`src/rtl/fn_tdm_pkg.sv`:
```
// fn_tdm_pkg
// Shared constants for the fn_tdm family (2:1 TDM mux transmitter and the
// matching demux receiver): frame FSM state encoding and default widths.
package fn_tdm_pkg;

  localparam logic [1:0] ST_HUNT   = 2'd0;
  localparam logic [1:0] ST_WAIT_A = 2'd1;
  localparam logic [1:0] ST_WAIT_B = 2'd2;

  localparam int FN_TDM_WIDTH = 1;
  localparam int FN_TDM_CNT_W = 8;

endpackage

```
`src/rtl/fn_tdm_frame_fsm.sv`:
```
// fn_tdm_frame_fsm
// Frame-alignment FSM for the TDM demux. Tracks which slot (A or B) the next
// valid word belongs to, raises the sticky framing error flag, and issues the
// capture/emit enables consumed by the data path in the top level.
//
// Ports:
//   clk        in   rising-edge clock
//   rst        in   synchronous active-high reset
//   din_valid  in   stream word valid
//   din_sync   in   stream word is a channel-A word (frame start)
//   cap_a      out  load the current word into the A holding register
//   emit       out  current word is B; present the pair on the next edge
//   sync_err   out  sticky framing violation flag
//
// state      | meaning
// -----------+-----------------------------------------------------------
// ST_HUNT    | no alignment yet; waiting for a sync-qualified A word
// ST_WAIT_B  | A word held; next valid non-sync word completes the pair
// ST_WAIT_A  | pair just completed; next valid word must carry sync
module fn_tdm_frame_fsm
  import fn_tdm_pkg::*;
(
  input  logic clk,
  input  logic rst,
  input  logic din_valid,
  input  logic din_sync,
  output logic cap_a,
  output logic emit,
  output logic sync_err
);

  logic [1:0] state;
  logic [1:0] state_nxt;
  logic       err_set;

  always_comb begin
    state_nxt = state;
    cap_a     = 1'b0;
    emit      = 1'b0;
    err_set   = 1'b0;
    if (din_valid) begin
      case (state)
        ST_HUNT: begin
          if (din_sync) begin
            cap_a     = 1'b1;
            state_nxt = ST_WAIT_B;
          end
        end
        ST_WAIT_B: begin
          if (din_sync) begin
            // Two A words in a row: keep the newer one as the A candidate.
            err_set = 1'b1;
            cap_a   = 1'b1;
          end else begin
            emit      = 1'b1;
            state_nxt = ST_WAIT_A;
          end
        end
        ST_WAIT_A: begin
          if (din_sync) begin
            cap_a     = 1'b1;
            state_nxt = ST_WAIT_B;
          end else begin
            // A slot missing: alignment lost, re-acquire from scratch.
            err_set   = 1'b1;
            state_nxt = ST_HUNT;
          end
        end
        default: state_nxt = ST_HUNT;
      endcase
    end
  end

  always_ff @(posedge clk) begin
    if (rst) begin
      state    <= ST_HUNT;
      sync_err <= 1'b0;
    end else begin
      state <= state_nxt;
      if (err_set) sync_err <= 1'b1;
    end
  end

endmodule

```
`src/rtl/fn_tdm_demux_2.sv`:
```
// fn_tdm_demux_2
// Receive-side 1:2 TDM demultiplexer. De-interleaves an A/B alternating
// stream (A words marked by din_sync) into two registered channel outputs
// that update together, with a one-cycle pair_valid pulse per pair.
//
// Ports:
//   clk         in   rising-edge clock
//   rst         in   synchronous active-high reset
//   din         in   interleaved stream word [WIDTH]
//   din_valid   in   din valid this cycle
//   din_sync    in   din is a channel-A word (ignored when din_valid=0)
//   a_out       out  last completed channel-A word [WIDTH]
//   b_out       out  last completed channel-B word [WIDTH]
//   pair_valid  out  one-cycle pulse when a new A/B pair is presented
//   sync_err    out  sticky framing violation flag
//   frame_cnt   out  completed-pair count [CNT_W], wrapping
//                    (only when FN_TDM_DEMUX_CNT_EN is defined)
//
// Build option: FN_TDM_DEMUX_CNT_EN adds the frame_cnt port and counter.
module fn_tdm_demux_2
  import fn_tdm_pkg::*;
#(
  parameter int WIDTH = FN_TDM_WIDTH,
  parameter int CNT_W = FN_TDM_CNT_W
) (
  input  logic             clk,
  input  logic             rst,
  input  logic [WIDTH-1:0] din,
  input  logic             din_valid,
  input  logic             din_sync,
  output logic [WIDTH-1:0] a_out,
  output logic [WIDTH-1:0] b_out,
  output logic             pair_valid,
  output logic             sync_err
`ifdef FN_TDM_DEMUX_CNT_EN
  ,
  output logic [CNT_W-1:0] frame_cnt
`endif
);

  logic             cap_a;
  logic             emit;
  logic [WIDTH-1:0] a_hold;

  fn_tdm_frame_fsm u_fsm (
    .clk       (clk),
    .rst       (rst),
    .din_valid (din_valid),
    .din_sync  (din_sync),
    .cap_a     (cap_a),
    .emit      (emit),
    .sync_err  (sync_err)
  );

  always_ff @(posedge clk) begin
    if (rst) begin
      a_hold     <= '0;
      a_out      <= '0;
      b_out      <= '0;
      pair_valid <= 1'b0;
    end else begin
      pair_valid <= emit;
      if (cap_a) a_hold <= din;
      if (emit) begin
        a_out <= a_hold;
        b_out <= din;
      end
    end
  end

`ifdef FN_TDM_DEMUX_CNT_EN
  always_ff @(posedge clk) begin
    if (rst) begin
      frame_cnt <= '0;
    end else if (emit) begin
      frame_cnt <= frame_cnt + 1'b1;
    end
  end
`else
  // CNT_W stays in the parameter list so both builds instantiate identically;
  // this empty block only anchors the otherwise unused parameter.
  if (CNT_W < 1) begin : g_cnt_w_unused
  end
`endif

endmodule
```
`config.mk`:
```
export PLATFORM = sky130hd
export DESIGN_NAME = fn_tdm_demux_2
export DESIGN_NICKNAME = d
export VERILOG_FILES = /design/src/rtl/fn_tdm_pkg.sv /design/src/rtl/fn_tdm_frame_fsm.sv /design/src/rtl/fn_tdm_demux_2.sv
export SDC_FILE = /design/constraint.sdc
export NUM_CORES = 1
export LEC_CHECK = 0
export CORE_AREA = 2 2 39 41
export CTS_BUF_LIST = sky130_fd_sc_hd__clkbuf_4
export CTS_CLUSTER_SIZE = 20
export DETAILED_ROUTE_END_ITERATION = 7
export DIE_AREA = 0 0 41 43
export SETUP_SLACK_MARGIN = 0.02
export SYNTH_ARGS = -nofsm -noshare
export SYNTH_HDL_FRONTEND = slang
export SYNTH_SLANG_ARGS = --single-unit
```
`constraint.sdc`:
```
create_clock -name clk -period 1 [get_ports clk]
set_clock_uncertainty 0.1 [all_clocks]
set_input_delay 0.2 -clock clk [delete_from_list [all_inputs] [get_ports clk]]
set_output_delay 0.2 -clock clk [all_outputs]
set_load 0.05 [all_outputs]
```
==> results of run 1 <==
report_power, final:
group | switching, mW | internal, mW | leakage (nW)
logic | 0.0332 | 0.0457 | 0.118
clock network | 0.107 | 0.180 | 0.0184
registers | 0.00643 | 0.286 | 0.0600
total | 0.147 | 0.512 | 0.197
metrics by stage:
| stage | hold WS [ns] | setup slack, ns | setup TNS, ns | instances |
|---|---|---|---|---|
| global route | 0.427 | -0.165 | -0.899 | 61 |
| floorplan | 0.162 | -0.0414 | -0.0829 | 29 |
| global placement | 0.394 | -0.500 | -2.53 | 56 |
| finish | 0.404 | -0.105 | -0.454 | 61 |
| CTS | 0.392 | -0.115 | -0.549 | 60 |
| detailed placement | 0.396 | -0.491 | -2.55 | 56 |
cells in the mapped netlist:
library cell  number
buf_4              1
nand2_1            1
nand2b_1           2
nand4_1            1
and4bb_1           2
mux2i_1            2
nand3_1            1
dfxtp_1            7
a311oi_1           1
nor2b_1            1
nand3b_1           1
nor2_1             4
a31o_1             1
inv_1              1
a21oi_1            3
final cells by class:
type | instances | area (µm²) | share of cell area
clock buffer | 4 | 30.0 | 0.0597
multi-input combinational | 20 | 144 | 0.286
timing repair buffer | 13 | 155 | 0.308
inverter | 1 | 3.75 | 0.00746
sequential | 7 | 150 | 0.299
tap | 16 | 20.0 | 0.0398
flip-flops by register name (all words and copies together) (netlist names):
signal          count
u_fsm.sync_err      1
b_out               1
pair_valid          1
a_out               1
a_hold              1
u_fsm.state         2
worst register-to-register path, stage by stage, from the launching register on:
cell      delay [ns]
dfxtp_2         0.32
and4bb_2        0.33
mux2i_1         0.19
nor2_1          0.05
logic make-up (layout without fill, tap and decap cells):
family                 after synthesis  after routing  synth area share
multiplexers                         2              2            0.0702
AND/OR/NAND/NOR                     13             13             0.285
flip-flops                           7              7             0.491
buffers and inverters                2             18            0.0395
AO/OA/AOI/OAI                        5              5             0.114
per-layer routing:
| metal | routed length (µm) | up-vias |
|---|---|---|
| li1 | - | 135 |
| met2 | 309 | 6 |
| met3 | 44 | 0 |
| met4 | 0 | 0 |
| met5 | 0 | - |
| met1 | 273 | 122 |
final timing paths:
check                  from  slack (ns)  endpoint
max          u_fsm.state[0]       -0.10     a_out
min                  a_hold        0.40     a_out
max reg2reg  u_fsm.state[0]       -0.10     a_out
min reg2reg          a_hold        0.40     a_out
what timing repair did:
| item | 4_1_cts | 5_1_grt |
|---|---|---|
| setup endpoints to repair | 10 | 10 |
| hold endpoints to repair | 0 | 0 |
| pin swaps | 3 | 3 |
| resized for setup | 8 | 3 |
| buffers inserted | 0 | 1 |
==> results.md, run 1 <==
* Outcome: complete, but fails checks
* Violated checks: setup timing
* CTS tree: built
* Drt drc at 0
* Final ANT Viol Nets at 0
* Flops & latches, synth at 7
* M1 GR Usage at 0.117
* PwrDens at 1310 nW/µm²
* CTS clock-pin slew for the worst setup and hold paths at 0.05 ns
* All-Layer GR Usage at 0.0938
* Met2 usage at 0.116
* Num CTS Buffers at 3
* I/O Pins at 9
* Dpl cell area at 450 µm²
* Clock Latency Late Sink at 0.25 ns
* First-pass GRT wire length at 1070 µm
* Unrepaired setup endpoints after global routing: yes
* Levels on crit path at 3
* GR peak layer: met1
* Type of origin of the critical path: flip-flop
* H-Tree Depth at 1
* Peak VDD IR at 0.000572 V
* Met3 Resource Use GR at 0.0262
* I/O Buffers at 8
* WS Path Type: reg -> reg
* Top cell type's share of synthesized area at 0.491
* Initial Util at 0.206
* Finish-stage setup viols at 9
* Hold Violations, Final at 0
* Final instance area at 503 µm²
* Initial antenna violation count at 0
* Post-synthesis cell count at 29
* Top cells by area, synth: dfxtp_1 49%, and4bb_1 8.8%, mux2i_1 7.0%
* Core footprint at 1380 µm²
* Hold WC Path Type: reg -> reg
* Fillers at 147
* Worst path slowest cell: and4bb_2
* P&R area growth vs syn at 76.3%
* Max-slew headroom at 0.843
* R2R cell count at 3
* Max Slew Vio Count at 0
* Cell area after synthesis at 285 µm²
* Total of max-cap violations at 0
* Yosys Warn Count at 0
* Worst Setup End Kind: flip-flop
* Worst Path Max Fanout at 3
* Clock root buffer: clkbuf_4
* CP arrival at 1.14 ns
* # rows at 14
* P_leak at 0.197 nW
* Measured slew at the worst slew-check pin at 0.234 ns
* Vias in the first global route at 268
* Buf/Inv on CP at 0
* Die H at 43 µm
* Slowest cell delay on critical path at 0.33 ns
* Post-CTS Hold Fix Bufs at 0
* Routed WL per cell at 10.3 µm
* ANT cells at 0
* Post-synth cell types at 15
* Initial DRC Count at 1
* WP data required at 1.04 ns
* Commonest non-fill, non-tap cells in the layout: 5 x dfxtp_2, 5 x buf_4, 4 x nor2_1, 4 x clkbuf_4, 4 x buf_12
* Gpl congestion at 0.690
* Die area at 1760 µm²
* Remaining Overflow, GRT at 0
* Final setup margin at -0.105 ns
* Layout cells sized above 1 at 0.489
* Layout Utilization at 0.363
* Clock tree sinks at 7
* Area leader, netlist: dfxtp_1
* Die W at 41 µm
* Clk buf depth at 2
* Syn Area/Cell at 9.84 µm²
* Hold Path Stages at 2
* Final wirelength at 628 µm
* Vias at 263
* Largest delay share family, worst path: simple AND/OR/NAND/NOR gates
* Crit path cell chain: and4bb_2 > mux2i_1 > nor2_1
* Largest net degree at the start of global routing at 8
* Final Critical Period at 1.10 ns
* Fmax at 905 MHz
* Post-detail-place hpwl at 449 µm
* Vias per cell at 4.31
* Sequential cell area fraction in the yosys report at 0.491
* Power, Total at 0.659 mW
* Part of the cycle the worst path needs at 1.10
* Drt pass-1 iters at 2
* Layout net count at 51
* Synth Net Count at 34
(Power assumes the default switching activity.)
==> run 2: changes to the inputs <==
Settings changed: CTS_CLUSTER_DIAMETER set to 60.
==> results of run 2 <==
No change in the layout: final DEF, timing and power equal those of run 1.
